### src/rtl/alu_seq_if.sv
// Operand/result bundle for alu_seq.
// master: the requester driving operands and start.
// slave: the ALU returning status and results.
interface alu_seq_if #(
  parameter int WIDTH = 32
);
  logic [WIDTH-1:0] SrcA;
  logic [WIDTH-1:0] SrcB;
  logic [3:0]       ALUControl;
  logic             start;
  logic             busy;
  logic             done;
  logic [WIDTH-1:0] ALUResult;
  logic             Zero_flag;
  logic [WIDTH-1:0] HI;
  logic [WIDTH-1:0] LO;

  modport master (
    output SrcA, SrcB, ALUControl, start,
    input  busy, done, ALUResult, Zero_flag, HI, LO
  );

  modport slave (
    input  SrcA, SrcB, ALUControl, start,
    output busy, done, ALUResult, Zero_flag, HI, LO
  );
endinterface

### src/rtl/alu_seq.sv
// Sequential ALU.
// Single-cycle logic, compare and HI/LO move operations complete in one cycle.
// MULTU is a one-bit-per-cycle shift-add multiply.
// DIVU is a one-bit-per-cycle restoring divide.
// Defining ALU_SEQ_DIV_EN builds the divider. Without it, code 1001 is treated
// as an undefined code.
module alu_seq #(
  parameter int WIDTH = 32
) (
  input  logic       CLK,
  input  logic       RST,
  alu_seq_if.slave   bus
);
  localparam int CNT_W = $clog2(WIDTH);
  localparam logic [CNT_W-1:0] LAST_STEP = CNT_W'(WIDTH - 1);

  localparam logic [3:0] OP_AND   = 4'b0000;
  localparam logic [3:0] OP_OR    = 4'b0001;
  localparam logic [3:0] OP_ADD   = 4'b0010;
  localparam logic [3:0] OP_XOR   = 4'b0011;
  localparam logic [3:0] OP_SUB   = 4'b0100;
  localparam logic [3:0] OP_MULTU = 4'b0101;
  localparam logic [3:0] OP_SLT   = 4'b0110;
  localparam logic [3:0] OP_NOR   = 4'b0111;
  localparam logic [3:0] OP_SLTU  = 4'b1000;
`ifdef ALU_SEQ_DIV_EN
  localparam logic [3:0] OP_DIVU  = 4'b1001;
`endif
  localparam logic [3:0] OP_MFHI  = 4'b1010;
  localparam logic [3:0] OP_MFLO  = 4'b1011;

  localparam logic [1:0] ST_IDLE = 2'd0;
  localparam logic [1:0] ST_MUL  = 2'd1;
`ifdef ALU_SEQ_DIV_EN
  localparam logic [1:0] ST_DIV  = 2'd2;
`endif
  localparam logic [1:0] ST_DONE = 2'd3;

  logic [1:0]       state_r;
  logic             busy_r;
  logic             done_r;
  logic [WIDTH-1:0] result_r;
  logic             zero_r;
  logic [WIDTH-1:0] hi_r;
  logic [WIDTH-1:0] lo_r;
  logic [CNT_W-1:0] cnt_r;
  logic [WIDTH-1:0] opa_r;
  logic [WIDTH-1:0] work_hi_r;
  logic [WIDTH-1:0] work_lo_r;

  logic [WIDTH-1:0] alu_res_s;
  logic             alu_def_s;
  logic             alu_zero_s;
  logic [WIDTH:0]   mul_sum_s;
  logic [WIDTH-1:0] mul_hi_s;
  logic [WIDTH-1:0] mul_lo_s;

`ifdef ALU_SEQ_DIV_EN
  logic [WIDTH-1:0] opb_r;
  logic [WIDTH:0]   div_shift_s;
  logic [WIDTH:0]   div_diff_s;
  logic [WIDTH-1:0] div_hi_s;
  logic [WIDTH-1:0] div_lo_s;
`endif

  assign bus.busy      = busy_r;
  assign bus.done      = done_r;
  assign bus.ALUResult = result_r;
  assign bus.Zero_flag = zero_r;
  assign bus.HI        = hi_r;
  assign bus.LO        = lo_r;

  // Single-cycle result straight from the live inputs; only sampled on a start edge.
  always_comb begin
    alu_res_s = '0;
    alu_def_s = 1'b1;
    case (bus.ALUControl)
      OP_AND:  alu_res_s = bus.SrcA & bus.SrcB;
      OP_OR:   alu_res_s = bus.SrcA | bus.SrcB;
      OP_ADD:  alu_res_s = bus.SrcA + bus.SrcB;
      OP_XOR:  alu_res_s = bus.SrcA ^ bus.SrcB;
      OP_SUB:  alu_res_s = bus.SrcA - bus.SrcB;
      OP_SLT:  alu_res_s = {{(WIDTH-1){1'b0}}, ($signed(bus.SrcA) < $signed(bus.SrcB))};
      OP_NOR:  alu_res_s = ~(bus.SrcA | bus.SrcB);
      OP_SLTU: alu_res_s = {{(WIDTH-1){1'b0}}, (bus.SrcA < bus.SrcB)};
      OP_MFHI: alu_res_s = hi_r;
      OP_MFLO: alu_res_s = lo_r;
      default: begin
        alu_res_s = '0;
        alu_def_s = 1'b0;
      end
    endcase
    alu_zero_s = alu_def_s & (alu_res_s == '0);
  end

  // One shift-add step.
  // The multiplier sits in work_lo and is consumed LSB first.
  // Partial-product bits shift down into work_lo.
  always_comb begin
    mul_sum_s = {1'b0, work_hi_r} + (work_lo_r[0] ? {1'b0, opa_r} : {(WIDTH+1){1'b0}});
    mul_hi_s  = mul_sum_s[WIDTH:1];
    mul_lo_s  = {mul_sum_s[0], work_lo_r[WIDTH-1:1]};
  end

`ifdef ALU_SEQ_DIV_EN
  // One restoring-divide step.
  // The dividend shifts out of work_lo MSB first and quotient bits shift in.
  // A zero divisor never goes negative, so the result is an all-ones quotient
  // and remainder = dividend.
  always_comb begin
    div_shift_s = {work_hi_r, work_lo_r[WIDTH-1]};
    div_diff_s  = div_shift_s - {1'b0, opb_r};
    if (div_diff_s[WIDTH] == 1'b0) begin
      div_hi_s = div_diff_s[WIDTH-1:0];
      div_lo_s = {work_lo_r[WIDTH-2:0], 1'b1};
    end else begin
      div_hi_s = div_shift_s[WIDTH-1:0];
      div_lo_s = {work_lo_r[WIDTH-2:0], 1'b0};
    end
  end
`endif

  // Control FSM, operand capture, iteration and result registers.
  always_ff @(posedge CLK or posedge RST) begin
    if (RST) begin
      state_r   <= ST_IDLE;
      busy_r    <= 1'b0;
      done_r    <= 1'b0;
      result_r  <= '0;
      zero_r    <= 1'b0;
      hi_r      <= '0;
      lo_r      <= '0;
      cnt_r     <= '0;
      opa_r     <= '0;
      work_hi_r <= '0;
      work_lo_r <= '0;
`ifdef ALU_SEQ_DIV_EN
      opb_r     <= '0;
`endif
    end else begin
      case (state_r)
        ST_IDLE, ST_DONE: begin
          if (bus.start) begin
            if (bus.ALUControl == OP_MULTU) begin
              state_r   <= ST_MUL;
              busy_r    <= 1'b1;
              done_r    <= 1'b0;
              cnt_r     <= '0;
              opa_r     <= bus.SrcA;
              work_hi_r <= '0;
              work_lo_r <= bus.SrcB;
            end
`ifdef ALU_SEQ_DIV_EN
            else if (bus.ALUControl == OP_DIVU) begin
              state_r   <= ST_DIV;
              busy_r    <= 1'b1;
              done_r    <= 1'b0;
              cnt_r     <= '0;
              opb_r     <= bus.SrcB;
              work_hi_r <= '0;
              work_lo_r <= bus.SrcA;
            end
`endif
            else begin
              state_r  <= ST_DONE;
              busy_r   <= 1'b0;
              done_r   <= 1'b1;
              result_r <= alu_res_s;
              zero_r   <= alu_zero_s;
            end
          end else begin
            state_r <= ST_IDLE;
            done_r  <= 1'b0;
          end
        end
        ST_MUL: begin
          work_hi_r <= mul_hi_s;
          work_lo_r <= mul_lo_s;
          if (cnt_r == LAST_STEP) begin
            state_r  <= ST_DONE;
            busy_r   <= 1'b0;
            done_r   <= 1'b1;
            hi_r     <= mul_hi_s;
            lo_r     <= mul_lo_s;
            result_r <= mul_lo_s;
            zero_r   <= (mul_lo_s == '0);
          end else begin
            cnt_r <= cnt_r + CNT_W'(1);
          end
        end
`ifdef ALU_SEQ_DIV_EN
        ST_DIV: begin
          work_hi_r <= div_hi_s;
          work_lo_r <= div_lo_s;
          if (cnt_r == LAST_STEP) begin
            state_r  <= ST_DONE;
            busy_r   <= 1'b0;
            done_r   <= 1'b1;
            hi_r     <= div_hi_s;
            lo_r     <= div_lo_s;
            result_r <= div_lo_s;
            zero_r   <= (div_lo_s == '0);
          end else begin
            cnt_r <= cnt_r + CNT_W'(1);
          end
        end
`endif
        default: begin
          state_r <= ST_IDLE;
          busy_r  <= 1'b0;
          done_r  <= 1'b0;
        end
      endcase
    end
  end
endmodule

### src/flat_wrapper.sv
// flat-port wrapper written by rule: the top's interface ports become plain ports
module alu_seq_flat 
#(
  parameter int WIDTH = 32
)
  (CLK, RST, bus_SrcA, bus_SrcB, bus_ALUControl, bus_start, bus_busy, bus_done, bus_ALUResult, bus_Zero_flag, bus_HI, bus_LO);
  alu_seq_if #(.WIDTH(WIDTH)) bus_i ();
  input  logic CLK;
  input  logic RST;
  input wire logic [$bits(bus_i.SrcA)-1:0] bus_SrcA;
  input wire logic [$bits(bus_i.SrcB)-1:0] bus_SrcB;
  input wire logic [$bits(bus_i.ALUControl)-1:0] bus_ALUControl;
  input wire logic [$bits(bus_i.start)-1:0] bus_start;
  output wire logic [$bits(bus_i.busy)-1:0] bus_busy;
  output wire logic [$bits(bus_i.done)-1:0] bus_done;
  output wire logic [$bits(bus_i.ALUResult)-1:0] bus_ALUResult;
  output wire logic [$bits(bus_i.Zero_flag)-1:0] bus_Zero_flag;
  output wire logic [$bits(bus_i.HI)-1:0] bus_HI;
  output wire logic [$bits(bus_i.LO)-1:0] bus_LO;
  assign bus_i.SrcA = bus_SrcA;
  assign bus_i.SrcB = bus_SrcB;
  assign bus_i.ALUControl = bus_ALUControl;
  assign bus_i.start = bus_start;
  assign bus_busy = bus_i.busy;
  assign bus_done = bus_i.done;
  assign bus_ALUResult = bus_i.ALUResult;
  assign bus_Zero_flag = bus_i.Zero_flag;
  assign bus_HI = bus_i.HI;
  assign bus_LO = bus_i.LO;
  alu_seq #(.WIDTH(WIDTH)) u_core (.CLK(CLK), .RST(RST), .bus(bus_i));
endmodule
### config.mk
export PLATFORM = sky130hd
export DESIGN_NAME = alu_seq_flat
export DESIGN_NICKNAME = d
export VERILOG_FILES = /design/src/rtl/alu_seq_if.sv /design/src/rtl/alu_seq.sv /design/src/flat_wrapper.sv
export SDC_FILE = /design/constraint.sdc
export NUM_CORES = 1
export LEC_CHECK = 0
export CAP_MARGIN = 5
export CORE_MARGIN = 2
export CORE_UTILIZATION = 40
export CTS_BUF_LIST = sky130_fd_sc_hd__clkbuf_16
export CTS_CLUSTER_SIZE = 8
export DETAILED_ROUTE_END_ITERATION = 10
export PLACE_DENSITY = 0.63
export SLEW_MARGIN = 20
export SYNTH_ARGS = -nofsm -noshare
export SYNTH_HDL_FRONTEND = slang
export SYNTH_SLANG_ARGS = --single-unit
### constraint.sdc
create_clock -name CLK -period 15 [get_ports CLK]
set_input_delay 2.25 -clock CLK [delete_from_list [all_inputs] [get_ports CLK]]
set_output_delay 2.25 -clock CLK [all_outputs]
set_load 0.01 [all_outputs]
==> results.toml, run 1 <==
[layout]
multi_input_comb_area_um2 = 10200
fin_util_pct = 47.8
regArea_um2 = 5030
finalNetCount = 2261
area_delta_synth_final_pct = 17.9
drive_gt1_share_pct = 7.49
fill_cells = 3929
final_area_um2 = 19000
final_cell_mix = "220 x nand2_1, 215 x o21ai_0, 201 x dfrtp_1"
final_common_cell = "nand2_1"

[synthesis]
synth_nets = 2149
synth_cells = 1940
avgSynthCellArea_um2 = 8.32
netlist.area_leader.share_pct = 31.2
synth-seq-area-share_pct = 31.2
yosysUniqueCellTypes = 100
synth_enable_flop_cells = 0
synth_ff_type = "dfrtp_1"
yosysWarnings = 0
yosys_register_bits = 201
synth_top_area_cell = "dfrtp_1"
synth_area_leaders = "dfrtp_1 31%, ha_1 10%, o21ai_0 6.7%"
async_reset_ff_share_pct = 100
netlist_area_um2 = 16100

[worst_hold_path]
min_path_type = "flop to flop"
hold_start = "u_core.bus.ALUResult[15]"

[global_route]
grt_pass1_wl_um = 99600
grt_max_degree = 83
grt_overflow = 0
track_usage_pct = 31.4
grt_pass1_vias = 15300
antenna_found_initial = 3

[setup_path]
critPathCaptureType = "flop"
crit_path_max_fanout = 5
worst_setup_path_start_kind = "input port"
critPathArrivalTime_ns = 7.24
crit_start = "bus_SrcB[1]"
worstSetupPathType = "input port to flop"
cp.required_ns = 15.51
r2r_start = "u_core.work_lo_r[0]"

[clock_tree]
clk_latency_ns = 0.59
cts_max_level = 1
clk_pin_slew_ns = 0.06
cts_resized = 0
cts_tree = "yes"
clock_sink_count = 201
post_cts_buffers = 0
cts_made_buffers = 29
cts_hold_buffers = 0
cts_max_path_buffers = 3
cts-root-buf = "clkbuf_16"

[die]
row_count = 73
io_pins = 170
die_w_um = 205
initial_core_util_pct = 40.5
floorplan.die.height_um = 205
core_area_um2 = 39800
fp.dieArea_um2 = 42000

[timing]
fin_skew_ns = 0.0321
hold_ws_ns = 0.478
worst_slew_pin_slew_ns = 1.15
final.min_clock_period_ns = 6.73
finalCritPeriodShare_pct = 44.9
finalSetupViolations = 0
report.final.slew_viol_count = 0
timing.final.ws_setup_ns = 8.27
max_slew_margin_pct = 23.2
fin_tns_setup_ns = 0
fmax_ghz = 0.149
hold_violations = 0
rsz0062_at_grt = "no"

[placement]
dp_worst_setup_slack_ns = 7.89
io_buffers = 169
gp_congestion = 1.00
post_dp_cell_area_um2 = 18300
dp_hpwl_um = 49700

[flow_run]
maxCapViolations = 0

[route]
via_count = 16000
vias_per_cell = 6.19
ant_nets = 0
first_pass_iters = 5
wl_per_cell_um = 25.7
drc = 0
wl_um = 66400
drt_iter0_drc = 1661

[outcome]
status = "finished, final reports clean"

[power_and_ir_drop]
power_density_nw_per_um2 = 125
peakVddDrop_mv = 0.0872
leakage_uw = 0.00849
[routing by layer]
layer	GRT usage (%)	part of all wire (%)	wire, um	up-vias
met5	0	0	0	-
met3	4.92	7.8	5160	105
met4	7.79	2.6	1700	0
li1	-	-	-	7254
met1	47.0	47	31000	7866
met2	47.1	43	28500	740
[metrics by stage]
step	power [uW]	std cells
2_1_floorplan	1390	1940
3_3_place_gp	1760	2546
3_5_place_dp	1780	2546
4_1_cts	2380	2580
5_1_grt	2530	2580
6_report	2380	2581
[worst max-delay path: stages]
cell and delay, ns:
clkdlybuf4s50_1 0.55, inv_1 0.15, ha_1 0.35, a211oi_1 0.58
o211ai_1 0.23, a31oi_1 0.73, o41ai_2 0.28, a221oi_1 0.37
o21ai_0 0.21, a2111oi_2 0.28, nand4_1 0.16, nor4_1 0.68
nand4b_1 0.20, o31ai_2 0.20
[flip-flops by register name, indices dropped and copies added (netlist names)]
name and flops:
u_core.bus.done 1, u_core.bus.ALUResult 32, u_core.bus.busy 1, u_core.state_r 1
u_core.work_hi_r 32, u_core.cnt_r 5, u_core.bus.HI 32, u_core.bus.Zero_flag 1
u_core.work_lo_r 32, u_core.opa_r 32, u_core.bus.LO 32
[cell usage after synthesis (21+ instances only)]
cell type	count
nor2_1	140
and2_1	47
o21ai_0	215
a22o_1	24
a22oi_1	50
clkbuf_1	86
nand2_1	224
dfrtp_1	201
inv_1	125
mux2_2	51
ha_1	135
nand3_1	33
a21oi_1	108
a211oi_1	21
xnor2_1	24
nor3_1	33
mux2i_1	43
[cell families (layout without fill, tap and decap cells)]
group,count (synthesis),after routing,share of synthesized area [%]
compound gates,631,631,26.3
simple gates,603,603,17.8
buf+inv,240,355,5.96
flops,201,201,31.2
fa+ha+maj,139,139,10.9
mux,94,94,6.22
xor+xnor,32,32,1.74
other cells,0,1,0
[final timing paths]
kind	to	slack (ns)	cells past startpoint
max	u_core.bus.Zero_flag	8.27	14
min	u_core.bus.ALUResult[15]	0.48	2
max reg2reg	u_core.bus.HI[30]	10.33	15
min reg2reg	u_core.bus.ALUResult[15]	0.48	2
max in group asynchronous	u_core.cnt_r[3]	11.54	3
min in group asynchronous	u_core.bus.ALUResult[6]	2.10	2
[power by group]
part	internal [uW]	switching (uW)	total, uW
logic	360	588	948
clock network	339	253	592
registers	685	158	843
total	1380	999	2380
[layout make-up]
type | count | area share, %
repair buffers | 195 | 9.91
clock buffers | 29 | 3.81
multi-input cells | 1499 | 53.7
inverters | 126 | 2.52
flip-flops and latches | 201 | 26.4
well taps | 525 | 3.45
clock inverters | 5 | 0.191
diodes | 1 | 0.0131
No activity file was read; power rests on OpenSTA's default activity.
==> inputs of run 2 (changes only) <==
- clock period: 15 -> 6.4 ns (I/O delays scaled with it)
==> results.toml, run 2 (synthesis gave the netlist of run 1 again) <==
[outcome]
status = "finished, final reports clean"

[timing]
worst_slew_pin_slew_ns = 1.15
report.final.slew_viol_count = 0
fin_tns_setup_ns = 0
hold_violations = 0
max_slew_margin_pct = 23.1
rsz0062_at_grt = "no"
final.min_clock_period_ns = 5.26
finalSetupViolations = 0
fmax_ghz = 0.190
fin_skew_ns = 0.0409
finalCritPeriodShare_pct = 82.2

[route]
wl_per_cell_um = 26.1
via_count = 16100
wl_um = 67800
drt_iter0_drc = 1707
drc = 0
ant_nets = 0
vias_per_cell = 6.21
first_pass_iters = 6

[global_route]
track_usage_pct = 32.0
grt_max_degree = 131
grt_pass1_vias = 15500
grt_overflow = 0
grt_pass1_wl_um = 101000
antenna_found_initial = 5

[clock_tree]
cts_made_buffers = 30
clock_sink_count = 201
cts_max_path_buffers = 3
clk_pin_slew_ns = 0.06
cts_resized = 0
cts_hold_buffers = 0
cts_max_level = 1
clk_latency_ns = 0.61
cts_tree = "yes"
post_cts_buffers = 0
cts-root-buf = "clkbuf_16"

[placement]
gp_congestion = 0.973
dp_hpwl_um = 51300
io_buffers = 169
post_dp_cell_area_um2 = 18400

[power_and_ir_drop]
net-switching-power_uw = 2380
p_comb_share_pct = 40.0
peakVddDrop_mv = 0.201
p_sw_share_pct = 42.0
leakage_uw = 0.00856
p_seq_share_pct = 34.8
p_clk_share_pct = 25.2
internal-power_uw = 3290
power_density_nw_per_um2 = 295

[layout]
drive_gt1_share_pct = 7.88
fill_cells = 3895
regArea_um2 = 5030
finalNetCount = 2272
final_area_um2 = 19200
final_cell_mix = "222 x nand2_1, 215 x o21ai_0, 201 x dfrtp_1"
final_common_cell = "nand2_1"
antenna_cells = 0
multi_input_comb_area_um2 = 10200
area_delta_synth_final_pct = 18.8

[setup_path]
critPathArrivalTime_ns = 5.75
cp.required_ns = 6.90
worstSetupPathType = "input port to flop"
critPathCaptureType = "flop"
worst_setup_path_start_kind = "input port"
crit_path_max_fanout = 23

[die]
io_pins = 170
row_count = 73
fp.dieArea_um2 = 42000
core_area_um2 = 39800
die_w_um = 205
floorplan.die.height_um = 205
initial_core_util_pct = 40.5

[worst_hold_path]
min_path_type = "flop to flop"

[flow_run]
maxCapViolations = 0
run 2: final cells by class:
class	instances	area share (%)
multi-input cells	1499	53.3
flip-flops and latches	201	26.2
repair buffers	205	10.4
clock buffers	30	3.92
well taps	525	3.43
inverters	126	2.49
clock inverters	7	0.300
run 2: per-layer routing:
| layer | routed length (um) | track usage, % |
|---|---|---|
| met5 | 26 | 0 |
| met4 | 2160 | 9.58 |
| met3 | 5830 | 5.41 |
| met2 | 29200 | 48.0 |
| met1 | 30600 | 46.8 |
run 2: worst max-delay path, cell delays in order:
cell	delay, ns
clkdlybuf4s50_1	1.14
buf_4	0.37
nor4b_1	0.09
a311o_1	0.33
a222oi_1	0.39
o21ai_0	0.29
nor2_1	0.21
nand4_1	0.14
nor3_1	0.22
nand4bb_1	0.14
or4b_1	0.53
nor4_1	0.55
nand4b_1	0.19
o31ai_2	0.19
run 2: through the flow:
stage,instances,utilization (%),hold WS (ns),setup slack (ns),total power [uW]
floorplan,1940,-,0.442,2.23,3270
global placement,2556,46.1,0.459,0.741,4170
detailed placement,2556,46.1,0.466,0.711,4200
CTS,2593,48.1,0.479,1.31,5650
global route,2593,48.1,0.499,1.02,6000
finish,2593,48.1,0.479,1.14,5660
run 2: path summary, 6_finish.rpt:
kind / start / to / slack [ns] / depth (start not counted)
worst min-delay path: u_core.bus.ALUResult[14] / u_core.bus.ALUResult[14] / 0.48 / 2
worst max register to register: u_core.work_lo_r[0] / u_core.bus.HI[30] / 1.79 / 17
worst max-delay path: bus_ALUControl[1] / u_core.bus.Zero_flag / 1.14 / 14
worst min register to register: u_core.bus.ALUResult[14] / u_core.bus.ALUResult[14] / 0.48 / 2
max in group asynchronous: RST / u_core.work_lo_r[23] / 4.59 / 3
min in group asynchronous: RST / u_core.opa_r[8] / 0.70 / 2
run 2: power by group through the flow:
stage	combinational, uW	sequential [uW]	clock [uW]
final	2270	1970	1430
after global routing	2490	2000	1510
after CTS	2240	1950	1460
after detailed placement	2230	1970	0
after global placement	2210	1960	0
after floorplan	1420	1850	0
